File: src/rtl/klein_mm_master.sv
// Initiator-side sequencer for the KLEIN register slave: loads key/block, pulses
// CTRL, polls STATUS with a bounded retry count and reads the 64-bit result back.
module klein_mm_master #(
  parameter int POLL_LIMIT = 1024,
  parameter int SETTLE     = 2
) (
  input  logic        iclk,
  input  logic        ireset_n,
  input  logic        istart,
  input  logic        ireuse_key,
  input  logic        iencdec,
  input  logic [63:0] ikey,
  input  logic [63:0] iblock,
  output logic        obusy,
  output logic        odone,
  output logic        oerror,
  output logic [63:0] oresult,
  output logic        ocs,
  output logic        owe,
  output logic [7:0]  oaddress,
  output logic [31:0] owrite_data,
  input  logic [31:0] iread_data
);

  localparam int CNT_W = $clog2(POLL_LIMIT + SETTLE + 1) + 1;
  localparam logic [CNT_W-1:0] POLL_LAST   = CNT_W'(POLL_LIMIT - 1);
  localparam logic [CNT_W-1:0] SETTLE_LAST = CNT_W'(SETTLE - 1);
  localparam logic [CNT_W-1:0] CNT_ONE     = CNT_W'(1);

  localparam logic [7:0] A_CTRL    = 8'h00;
  localparam logic [7:0] A_CONF    = 8'h01;
  localparam logic [7:0] A_STATUS  = 8'h02;
  localparam logic [7:0] A_KEY0    = 8'h10;
  localparam logic [7:0] A_KEY1    = 8'h11;
  localparam logic [7:0] A_BLOCK0  = 8'h20;
  localparam logic [7:0] A_BLOCK1  = 8'h21;
  localparam logic [7:0] A_RESULT0 = 8'h30;
  localparam logic [7:0] A_RESULT1 = 8'h31;

  typedef enum logic [3:0] {
    S_IDLE, S_WR_KEY0, S_WR_KEY1, S_WR_INIT, S_SETTLE_I, S_POLL_I,
    S_WR_BLK0, S_WR_BLK1, S_WR_CONF, S_WR_NEXT, S_SETTLE_N, S_POLL_N,
    S_RD_RES0, S_RD_RES1, S_DONE
  } state_t;

  state_t           state_q, state_d;
  logic [CNT_W-1:0] cnt_q, cnt_d;
  logic [63:0]      key_q, key_d;
  logic [63:0]      block_q, block_d;
  logic             encdec_q, encdec_d;
  logic             timeout;

  logic             obusy_q, obusy_d;
  logic             odone_q, odone_d;
  logic             oerror_q, oerror_d;
  logic [63:0]      oresult_q, oresult_d;
  logic             ocs_q, ocs_d;
  logic             owe_q, owe_d;
  logic [7:0]       oaddress_q, oaddress_d;
  logic [31:0]      owrite_data_q, owrite_data_d;

  always_comb begin
    state_d   = state_q;
    cnt_d     = cnt_q;
    key_d     = key_q;
    block_d   = block_q;
    encdec_d  = encdec_q;
    oresult_d = oresult_q;
    timeout   = 1'b0;
    case (state_q)
      S_IDLE: begin
        if (istart) begin
          key_d    = ikey;
          block_d  = iblock;
          encdec_d = iencdec;
          state_d  = ireuse_key ? S_WR_BLK0 : S_WR_KEY0;
        end
      end
      S_WR_KEY0: state_d = S_WR_KEY1;
      S_WR_KEY1: state_d = S_WR_INIT;
      S_WR_INIT: begin
        state_d = S_SETTLE_I;
        cnt_d   = '0;
      end
      S_SETTLE_I: begin
        if (cnt_q == SETTLE_LAST) begin
          state_d = S_POLL_I;
          cnt_d   = '0;
        end else begin
          cnt_d = cnt_q + CNT_ONE;
        end
      end
      S_POLL_I: begin
        if (iread_data[0]) begin
          state_d = S_WR_BLK0;
        end else if (cnt_q == POLL_LAST) begin
          state_d = S_DONE;
          timeout = 1'b1;
        end else begin
          cnt_d = cnt_q + CNT_ONE;
        end
      end
      S_WR_BLK0: state_d = S_WR_BLK1;
      S_WR_BLK1: state_d = S_WR_CONF;
      S_WR_CONF: state_d = S_WR_NEXT;
      S_WR_NEXT: begin
        state_d = S_SETTLE_N;
        cnt_d   = '0;
      end
      S_SETTLE_N: begin
        if (cnt_q == SETTLE_LAST) begin
          state_d = S_POLL_N;
          cnt_d   = '0;
        end else begin
          cnt_d = cnt_q + CNT_ONE;
        end
      end
      S_POLL_N: begin
        if (iread_data[1] && iread_data[0]) begin
          state_d = S_RD_RES0;
        end else if (cnt_q == POLL_LAST) begin
          state_d = S_DONE;
          timeout = 1'b1;
        end else begin
          cnt_d = cnt_q + CNT_ONE;
        end
      end
      S_RD_RES0: begin
        oresult_d[63:32] = iread_data;
        state_d          = S_RD_RES1;
      end
      S_RD_RES1: begin
        oresult_d[31:0] = iread_data;
        state_d         = S_DONE;
      end
      S_DONE:  state_d = S_IDLE;
      default: state_d = S_IDLE;
    endcase
  end

  // Outputs are decoded from the next state so the registered bus lines up
  // with the state cycle; key_d/block_d make first-cycle data valid too.
  always_comb begin
    ocs_d         = 1'b0;
    owe_d         = 1'b0;
    oaddress_d    = 8'h00;
    owrite_data_d = 32'h0;
    case (state_d)
      S_WR_KEY0: begin
        ocs_d = 1'b1; owe_d = 1'b1; oaddress_d = A_KEY0; owrite_data_d = key_d[63:32];
      end
      S_WR_KEY1: begin
        ocs_d = 1'b1; owe_d = 1'b1; oaddress_d = A_KEY1; owrite_data_d = key_d[31:0];
      end
      S_WR_INIT: begin
        ocs_d = 1'b1; owe_d = 1'b1; oaddress_d = A_CTRL; owrite_data_d = 32'h1;
      end
      S_WR_BLK0: begin
        ocs_d = 1'b1; owe_d = 1'b1; oaddress_d = A_BLOCK0; owrite_data_d = block_d[63:32];
      end
      S_WR_BLK1: begin
        ocs_d = 1'b1; owe_d = 1'b1; oaddress_d = A_BLOCK1; owrite_data_d = block_d[31:0];
      end
      S_WR_CONF: begin
        ocs_d = 1'b1; owe_d = 1'b1; oaddress_d = A_CONF; owrite_data_d = {31'b0, encdec_d};
      end
      S_WR_NEXT: begin
        ocs_d = 1'b1; owe_d = 1'b1; oaddress_d = A_CTRL; owrite_data_d = 32'h2;
      end
      S_POLL_I, S_POLL_N: begin
        ocs_d = 1'b1; oaddress_d = A_STATUS;
      end
      S_RD_RES0: begin
        ocs_d = 1'b1; oaddress_d = A_RESULT0;
      end
      S_RD_RES1: begin
        ocs_d = 1'b1; oaddress_d = A_RESULT1;
      end
      default: begin
        ocs_d = 1'b0;
      end
    endcase
    obusy_d  = (state_d != S_IDLE);
    odone_d  = (state_d == S_DONE);
    oerror_d = timeout;
  end

  always_ff @(posedge iclk) begin
    if (!ireset_n) begin
      state_q       <= S_IDLE;
      cnt_q         <= '0;
      obusy_q       <= 1'b0;
      odone_q       <= 1'b0;
      oerror_q      <= 1'b0;
      oresult_q     <= 64'h0;
      ocs_q         <= 1'b0;
      owe_q         <= 1'b0;
      oaddress_q    <= 8'h00;
      owrite_data_q <= 32'h0;
    end else begin
      state_q       <= state_d;
      cnt_q         <= cnt_d;
      obusy_q       <= obusy_d;
      odone_q       <= odone_d;
      oerror_q      <= oerror_d;
      oresult_q     <= oresult_d;
      ocs_q         <= ocs_d;
      owe_q         <= owe_d;
      oaddress_q    <= oaddress_d;
      owrite_data_q <= owrite_data_d;
    end
  end

  // Operand captures need no reset: they are only read after an accepted start.
  always_ff @(posedge iclk) begin
    key_q    <= key_d;
    block_q  <= block_d;
    encdec_q <= encdec_d;
  end

  assign obusy       = obusy_q;
  assign odone       = odone_q;
  assign oerror      = oerror_q;
  assign oresult     = oresult_q;
  assign ocs         = ocs_q;
  assign owe         = owe_q;
  assign oaddress    = oaddress_q;
  assign owrite_data = owrite_data_q;

endmodule
File: config.mk
export PLATFORM = sky130hd
export DESIGN_NAME = klein_mm_master
export DESIGN_NICKNAME = d
export VERILOG_FILES = /design/src/rtl/klein_mm_master.sv
export SDC_FILE = /design/constraint.sdc
export NUM_CORES = 1
export LEC_CHECK = 0
export ABC_CLOCK_PERIOD_IN_PS = 2950
export BUFFER_PORTS_ARGS = -buffer_cell sky130_fd_sc_hd__buf_2
export CAP_MARGIN = 25
export CORE_MARGIN = 2
export CORE_UTILIZATION = 41
export DETAILED_ROUTE_END_ITERATION = 6
export PLACE_DENSITY_LB_ADDON = 0.3
export RECOVER_POWER = 100
export SETUP_SLACK_MARGIN = 0.05
export SYNTH_ARGS = -nofsm -noshare
export SYNTH_HDL_FRONTEND = slang
export SYNTH_SLANG_ARGS = --single-unit
File: constraint.sdc
create_clock -name iclk -period 2.95 [get_ports iclk]
set_clock_uncertainty 0.1 [all_clocks]
set_input_delay 0.295 -clock iclk [delete_from_list [all_inputs] [get_ports iclk]]
set_output_delay 0.295 -clock iclk [all_outputs]
set_load 0.05 [all_outputs]
=== Yosys cells after proc, flatten, opt, wreduce, memory -nomap -nowiden ===
Index checks and enable logic that the tools add are counted.

* Equal/unequal tests: 29
* Add/sub/neg operators: 1
* Multiplexer cells: 27
* Reduce and logical (&&, ||, !) cells: 10

{| class="wikitable"
|+ Operators with widths
! cell !! count
|-
| $mux W64 || 4
|-
| $pmux W32 S7 || 1
|-
| $pmux W4 S14 || 1
|-
| $eq A4 B4 Y1 const B || 12
|-
| $mux W12 || 4
|-
| $pmux W12 S4 || 1
|-
| $pmux W6 S8 || 1
|-
| $eq A4 B3 Y1 const B || 7
|-
| $mux W4 || 6
|-
| $eq A4 B2 Y1 const B || 4
|-
| $add A12 B1 Y12 const B || 1
|-
| $eq A12 B1 Y1 const B || 1
|-
| $eq A12 B10 Y1 const B || 1
|-
| $reduce_or A11 Y1 || 1
|-
| $eq A4 B1 Y1 const B || 2
|-
| $reduce_bool A4 Y1 || 2
|-
| $mux W1 || 7
|-
| $reduce_or A7 Y1 || 1
|-
| $reduce_or A2 Y1 || 3
|-
| $logic_not A4 Y1 || 1
|-
| $ne A2 B2 Y1 const B || 2
|-
| $mux W3 || 1
|-
| $reduce_and A3 Y1 || 1
|-
| $pmux W1 S2 || 1
|-
| $logic_and A1 B1 Y1 || 1
|}

* Input bits: 165
* Register bits after elaboration: 254
* Output and inout bits: 109
* Logic and storage cells: 81

=== Depth between registers and ports, before layout ===
Gate-level depths: netlist of the first run.

* Depth in word-level cells: 7
* Mapped depth: 9
* Gate-level depth less buffers: 7

=== Least setup slack after synthesis of the first run ===
OpenSTA, ideal clock, no wires.

* Path type: reg-to-reg
* Start point: register cnt_q[0]
* End point: register ocs_q (netlist: ocs)
* Period minus slack after synthesis: 2.103 ns
* Buffers on the path: 1
* Library setup time: 0.120 ns
* Setup slack: 0.847 ns
* Data required time: 2.730 ns
* Cell stages (with the launch flop): 9
* Arrival time: 1.883 ns
* Cells stage by stage: dfxtp_1 > ha_1 > nand4bb_1 > or4_4 > o211ai_2 > o211a_1 > buf_6 > o31ai_1 > o31a_1

* Word-level cells in the longest chain between the ends: 7
* Elaborated cells on any way between the ends: 21
* Classes of those cells: 13 x eq/ne; 7 x mux; 1 x reduce/logical

{| class="wikitable"
|+ RTL lines
! what !! RTL line !! text
|-
| start: declaration || 47 || <nowiki>logic [CNT_W-1:0] cnt_q, cnt_d;</nowiki>
|-
| start signal: assignment || 202 || <nowiki>cnt_q <= cnt_d;</nowiki>
|-
| $eq A12 B10 Y1 || 96, 121 ||
|-
| $mux W4 || 96, 121 ||
|-
| $mux W4, on equally long branches || 119, 94 ||
|-
| $pmux W4 S14 (*) || 70 || <nowiki>case (state_q)</nowiki>
|-
| $eq A4 B4 Y1 (tied with other cells) || 148 || <nowiki>case (state_d)</nowiki>
|-
| $reduce_or A11 Y1 (no line) (*) || - ||
|-
| $mux W1 (*) || 148 ||
|-
| end signal: assignment || 207 || <nowiki>ocs_q <= ocs_d;</nowiki>
|-
| end: declaration || 57 || <nowiki>logic ocs_q, ocs_d;</nowiki>
|}

Mark *: on every way between the ends. The rest lies on a longest branch, timed or not.
A chain may end at the register's enable or synchronous reset.

=== Final worst setup path of the first run ===
* Start point: register cnt_q[0]
* End point: register owrite_data_q[16] (netlist: owrite_data[16])

* Word-level cells in the longest chain between the ends: 6
* Elaborated cells on any way between the ends: 16
* Classes of those cells: 9 x eq/ne; 7 x mux

{| class="wikitable"
|+ RTL lines
! what !! RTL line !! text
|-
| $eq A12 B10 Y1 || 96, 121 ||
|-
| $mux W4 || 96, 121 ||
|-
| $mux W4, on equally long branches || 119, 94 ||
|-
| $pmux W4 S14 (*) || 70 ||
|-
| $eq A4 B4 Y1 (tied with other cells) || 148 ||
|-
| $pmux W32 S7 (*) || 148 ||
|-
| end signal: assignment || 210 || <nowiki>owrite_data_q <= owrite_data_d;</nowiki>
|-
| end: declaration || 60 || <nowiki>logic [31:0] owrite_data_q, owrite_data_d;</nowiki>
|}

Marked as above.

==> impl_metrics.csv, run 1 <==
group,metric,value,unit
clock_network,clk_pin_slew_worst_paths,60,ps
floorplan,num_rows,55,
clock_network,clock-root-buffer,"clkbuf_16",
synth,synth.area.top_cells,"dfxtp_1, mux2_2, nand2_1",
layout,final_area,0.0132,sq mm
placed_design,pre_cts_ws,573,ps
power,cellLeakagePower,5.09,nW
floorplan,die_area,0.0240,sq mm
synth,yosysUniqueCellTypes,59,
timing,fin_crit_sh,0.869,
synth,synth_area,0.00935,sq mm
layout,area_growth,41.2,%
global_routing,grt_use_total,0.225,
synth,syn_inst,920,
power,ir_drop,615,uV
power,swShare,0.341,
synth,synth_warnings,0,
critical_path,critPathMaxFanout,15,
placed_design,placed_cell_area,0.0109,sq mm
outcome,status,"finished clean",
synth,ys_ff_latch,248,
routing,drt_iter0_markers,470,
clock_network,cts_tree,"built",
timing,fin_crit,2560,ps
layout,fillCellCount,1895,
timing,worst_pin_slew,955,ps
timing,grt_setup_unrepaired,"no",
critical_path,cp_data_required_time,3270,ps
global_routing,grt_pass1_vias,8406,
synth,ys_seq_area_frac,0.531,
clock_network,clock-sinks,248,
clock_network,clkLatencyLatePin,520,ps
clock_network,cts_setup_buffers,0,
synth,avgSynthCellArea,10.2,sq um
routing,vias_per_cell,5.11,
routing,antenna_left,0,
critical_path,worst_ep_arrival_time,2880,ps
layout,fin_util,0.587,
floorplan,core,0.0225,sq mm
timing,relSlewSlack,0.362,
timing,setup_viol,0,
floorplan,die_x,155,um
critical_path,r2r_cells,8,
placed_design,portBuffers,269,
placed_design,gp_congestion,0.849,
power,seqPwrFrac,0.395,
placed_design,place_hpwl,17.2,mm
routing,first_pass_iters,5,
clock_network,htreeDepth,1,
synth,synth_top_area_cell,"dfxtp_1",
critical_path,worstSetupStartpointType,"register",
min_path,hold_path.class,"in -> reg",
synth,synthArstFlopShare,0,
global_routing,grt_max_degree,80,
layout,layout-drive-gt1-share,0.233,
timing,finalSetupTns,0,ps
timing,fmax,0.390,GHz
power,clockPowerShare,0.257,
synth,synth_top_flop_cell,"dfxtp_1",
timing,final-hold-violation-count,0,
floorplan,io_pins,274,
clock_network,cts_buffers,26,
clock_network,cts_buffer_depth,3,
routing,route.detailed.wl_per_inst,17.2,um
global_routing,overflow,0,
timing,finalMaxSlewViolations,0,
floorplan,die_h,155,um
power,combPwrFrac,0.348,
clock_network,cts_resized,0,
routing,routed_wl,28.0,mm
routing,drc,0,
global_routing,antenna_found_initial,1,
timing,worst_hold_slack,19.7,ps
critical_path,critPathCaptureType,"register",
power,p_sw,0.00421,W
critical_path,path_class,"reg -> reg",
synth,netlist.area_leader.share,0.531,
layout,final_nets,1498,
global_routing,grt_first_pass_wirelength,43.8,mm
routing,num_vias,8333,
power,cellInternalPower,0.00813,W
floorplan,initial_utilization,0.416,
power,power.density,934,mW/mm^2
synth,synth-edff-count,0,
min_path,hold_path_depth,3,
timing,fin_ws,385,ps
run,maxCapViolCount,0,
-- cell families (layout without fill, tap and decap cells) --
| family | Yosys count | count (layout) | synth area share |
|---|---|---|---|
| compound gates | 189 | 189 | 0.124 |
| xor+xnor | 8 | 8 | 0.00749 |
| fa+ha+maj | 2 | 2 | 0.00268 |
| buf+inv | 77 | 500 | 0.0393 |
| flops | 248 | 248 | 0.531 |
| mux | 127 | 127 | 0.153 |
| other cells | 1 | 5 | 0.000401 |
| simple gates | 268 | 268 | 0.142 |
-- metrics by stage --
step	instances	total power, W
after floorplan	923	0.00817
after global placement	1428	0.00911
final	1632	0.0123
after detailed placement	1428	0.00918
after CTS	1631	0.0125
after global routing	1632	0.0130
-- sequential cells by signal, summed over array words and instances, names as in the netlist --
name	flops
state_q	4
ocs	1
cnt_q	12
block_q	64
key_q	62
owe	1
odone	1
owrite_data	32
oresult	64
obusy	1
encdec_q	1
oaddress	4
oerror	1
-- layer usage --
layer  routed length (um)  global-route usage  vias to the layer above
met5                    0                   0                        -
met4                 1120              0.0935                        0
met3                 1330              0.0304                       77
met2                13800               0.396                      269
met1                11800               0.276                     3925
li1                     -                   -                     4062
-- power by group through the flow --
stage | Clock [W] | Combinational (W) | Sequential [W]
2_1_floorplan | 0 | 0.00270 | 0.00547
6_report | 0.00317 | 0.00430 | 0.00487
3_3_place_gp | 0 | 0.00421 | 0.00489
5_1_grt | 0.00334 | 0.00463 | 0.00499
4_1_cts | 0.00322 | 0.00444 | 0.00486
3_5_place_dp | 0 | 0.00425 | 0.00493
-- Yosys cell counts (2+ instances only) --
cell and number:
nand3_1 13, buf_6 4, buf_1 2, dfxtp_1 248
ha_1 2, and3_1 4, xnor2_1 6, o211ai_1 3
nand4_1 4, o21ai_0 9, a21oi_1 94, o31a_1 2
o211a_1 2, nor4_1 2, nand2_1 164, buf_4 5
o211ai_2 2, and4b_1 2, clkbuf_1 36, nor2b_1 4
and4_1 2, and2_1 3, a31oi_1 27, mux2_2 127
nand4b_1 32, nor2_1 17, a22oi_1 23, nor3_1 6
xor2_1 2, inv_1 6, a22o_1 8, or3_1 5
o31ai_1 3, o21a_1 4, buf_2 21, clkbuf_2 3
-- worst max-delay path, cell delays in order, from the launching register on --
cell	delay, ps
dfxtp_1	390
ha_1	200
nand4bb_1	170
or4_1	540
o211ai_2	110
o211a_1	260
clkbuf_2	370
nand4b_1	160
a31oi_1	160
-- path summary, 6_finish.rpt --
path / endpoint / from / slack, ps
setup / recovery: owrite_data[16] / cnt_q[0] / 390
hold / removal: oresult[0] / iread_data[0] / 20
setup reg to reg: owrite_data[16] / cnt_q[0] / 390
hold reg to reg: oresult[52] / oresult[52] / 350
-- layout by cell type, fill, tap and decap left out, drive strengths merged, types with 6 or more instances in the layout --
cell type    netlist  routed
clkbuf            39     144
nand2            164     164
dlygate4sd3        0     160
nor2              17      17
a31oi             27      27
nand4b            32      32
dfxtp            248     248
a22oi             23      23
a22o               8       8
a21oi             94      94
mux2             127     127
nor3               6       6
clkinv             0       7
xnor2              6       6
o21ai             11      11
buf               32     181
nand3             13      13
-- area by class of cell --
class / count / area, sq um / area share
multi-input combinational: 598 / 4050 / 0.307
clock buffer: 34 / 722 / 0.0547
sequential: 248 / 4960 / 0.376
inverter: 6 / 23.8 / 0.00180
timing repair buffer: 451 / 2990 / 0.227
tap: 285 / 357 / 0.0270
clock inverter: 9 / 97.6 / 0.00739
antenna: 1 / 2.50 / 0.000189
-- repair_timing --
action,in CTS,in global routing
hold buffers,160,0
endpoints found under the setup margin,0,0
hold endpoints to repair,191,0
No activity file was read; power rests on OpenSTA's default activity.
==> run 2: changes to the inputs <==
==> constraint.sdc (replaced) <==
create_clock -name iclk -period 2.95 [get_ports iclk]
set_clock_uncertainty 0.1 [all_clocks]
set_input_delay 0.59 -clock iclk [delete_from_list [all_inputs] [get_ports iclk]]
set_output_delay 0.59 -clock iclk [all_outputs]
set_load 0.05 [all_outputs]
==> run 2 against run 1 <==
Worst hold slack better by 170 ps. Critical path type unchanged. Sequential cell count did not move. Maximum frequency down 0.69%. Sequential share of layout area increased by 5.0 points. Wire length shrank 9.3%. First-iteration DRC count fell by 8.9%. Critical path depth stayed put. Setup slack lost 18 ps. Largest cell class unchanged. Sequential power about the same.
==> impl_metrics.csv, run 2 (same netlist as run 1, synthesis figures left out) <==
group,metric,value,unit
routing,antenna_left,0,
layout,area_growth,24.6,%
routing,drt_iter0_markers,428,
floorplan,die_h,155,um
critical_path,critPathCaptureType,"register",
clock_network,clk_pin_slew_worst_paths,60,ps
clock_network,ctsHoldBuffers,0,
global_routing,antenna_found_initial,5,
placed_design,pre_cts_ws,512,ps
layout,final_cell_count_no_fill,1482,
global_routing,grt_first_pass_wirelength,39.2,mm
critical_path,worst_ep_arrival_time,2900,ps
min_path,hold_path.class,"in -> reg",
critical_path,cp_data_required_time,3270,ps
routing,routed_wl,25.4,mm
clock_network,cts_buffers,26,
global_routing,overflow,0,
clock_network,htreeDepth,1,
floorplan,die_area,0.0240,sq mm
layout,final_nets,1340,
timing,fin_ws,367,ps
clock_network,clock-sinks,248,
timing,fin_crit_sh,0.875,
outcome,status,"finished clean",
critical_path,path_class,"reg -> reg",
routing,route.detailed.wl_per_inst,17.2,um
global_routing,grt_use_total,0.202,
placed_design,portBuffers,269,
timing,setup_viol,0,
floorplan,die_x,155,um
timing,grt_setup_unrepaired,"no",
clock_network,cts_resized,0,
global_routing,grt_pass1_vias,7463,
clock_network,cts_setup_buffers,0,
layout,layout-drive-gt1-share,0.267,
global_routing,grt_max_degree,83,
routing,first_pass_iters,4,
timing,finalMaxSlewViolations,0,
placed_design,dpl.cell_count,1430,
clock_network,clkLatencyLatePin,520,ps
timing,fin_crit,2580,ps
layout,mostFrequentLayoutCell,"dfxtp_1",
timing,relSlewSlack,0.356,
placed_design,gp_congestion,0.878,
power,cellLeakagePower,4.44,nW
power,ir_drop,394,uV
routing,vias_per_cell,5.17,
timing,finalSetupTns,0,ps
timing,worst_pin_slew,966,ps
clock_network,clock-root-buffer,"clkbuf_16",
placed_design,place_hpwl,17.6,mm
clock_network,cts_tree,"built",
floorplan,initial_utilization,0.416,
clock_network,cts_buffer_depth,3,
routing,num_vias,7665,
power,power.density,1040,mW/mm^2
routing,drc,0,
critical_path,worstSetupStartpointType,"register",
floorplan,io_pins,274,
floorplan,core,0.0225,sq mm
timing,fmax,0.387,GHz
layout,fin_util,0.518,
layout,layout_common_cells,"dfxtp_1, nand2_1, buf_2",
critical_path,critPathMaxFanout,12,
run,maxCapViolCount,0,
timing,final-hold-violation-count,0,
floorplan,num_rows,55,
-- run 2: changes by cell type in the layout (fill, tap and decap cells not counted), sizes merged --
cell         change
buf              +3
bufinv           -2
clkbuf           +8
clkinv           -4
diode            +4
dlygate4sd3    -160
inv              +1
-- run 2: final timing paths --
check	to	cells past startpoint	from	slack, ps
setup reg to reg	owrite_data[17]	8	cnt_q[0]	370
hold reg to reg	oresult[36]	2	oresult[36]	350
setup / recovery	owrite_data[17]	8	cnt_q[0]	370
hold / removal	key_q[18]	2	ikey[18]	190
-- run 2: stage by stage --
stage	area, sq um	hold WS [ps]	power (W)
finish	11600	186	0.0121
global route	11600	169	0.0128
CTS	11800	167	0.0124
detailed placement	11000	343	0.00923
global placement	11000	339	0.00913
floorplan	9360	345	0.00817
-- run 2: power by group --
part | switching (W) | leakage [nW] | internal (W) | total, W
Clock | 0.00130 | 0.410 | 0.00186 | 0.00316
Sequential | 0.000344 | 2.05 | 0.00450 | 0.00485
Combinational | 0.00248 | 1.98 | 0.00165 | 0.00412
-- run 2: worst max-delay path, stage by stage (launching register included) --
cell and delay [ps]:
dfxtp_1 390, ha_1 200, nand4bb_1 170, or4_1 530, o211ai_1 150, o211a_1 400, buf_4 270, nand4b_1 130
a31oi_1 160
-- run 2: layout make-up --
cell class	count	area, sq um
fillers	2118	10900
flip-flops and latches	248	4960
clock buffers	43	805
well taps	285	357
repair buffers	293	1410
multi-input cells	598	4040
inverters	6	23.8
diodes	5	12.5
clock inverters	4	37.5
-- run 2: layer usage --
metal	global-route usage	routed length (um)	vias up	part of all wire
met5	0	0	-	0
met1	0.251	10800	3620	0.42
li1	-	-	3759	-
met4	0.0798	806	0	0.032
met2	0.348	12500	235	0.49
met3	0.0362	1370	51	0.054
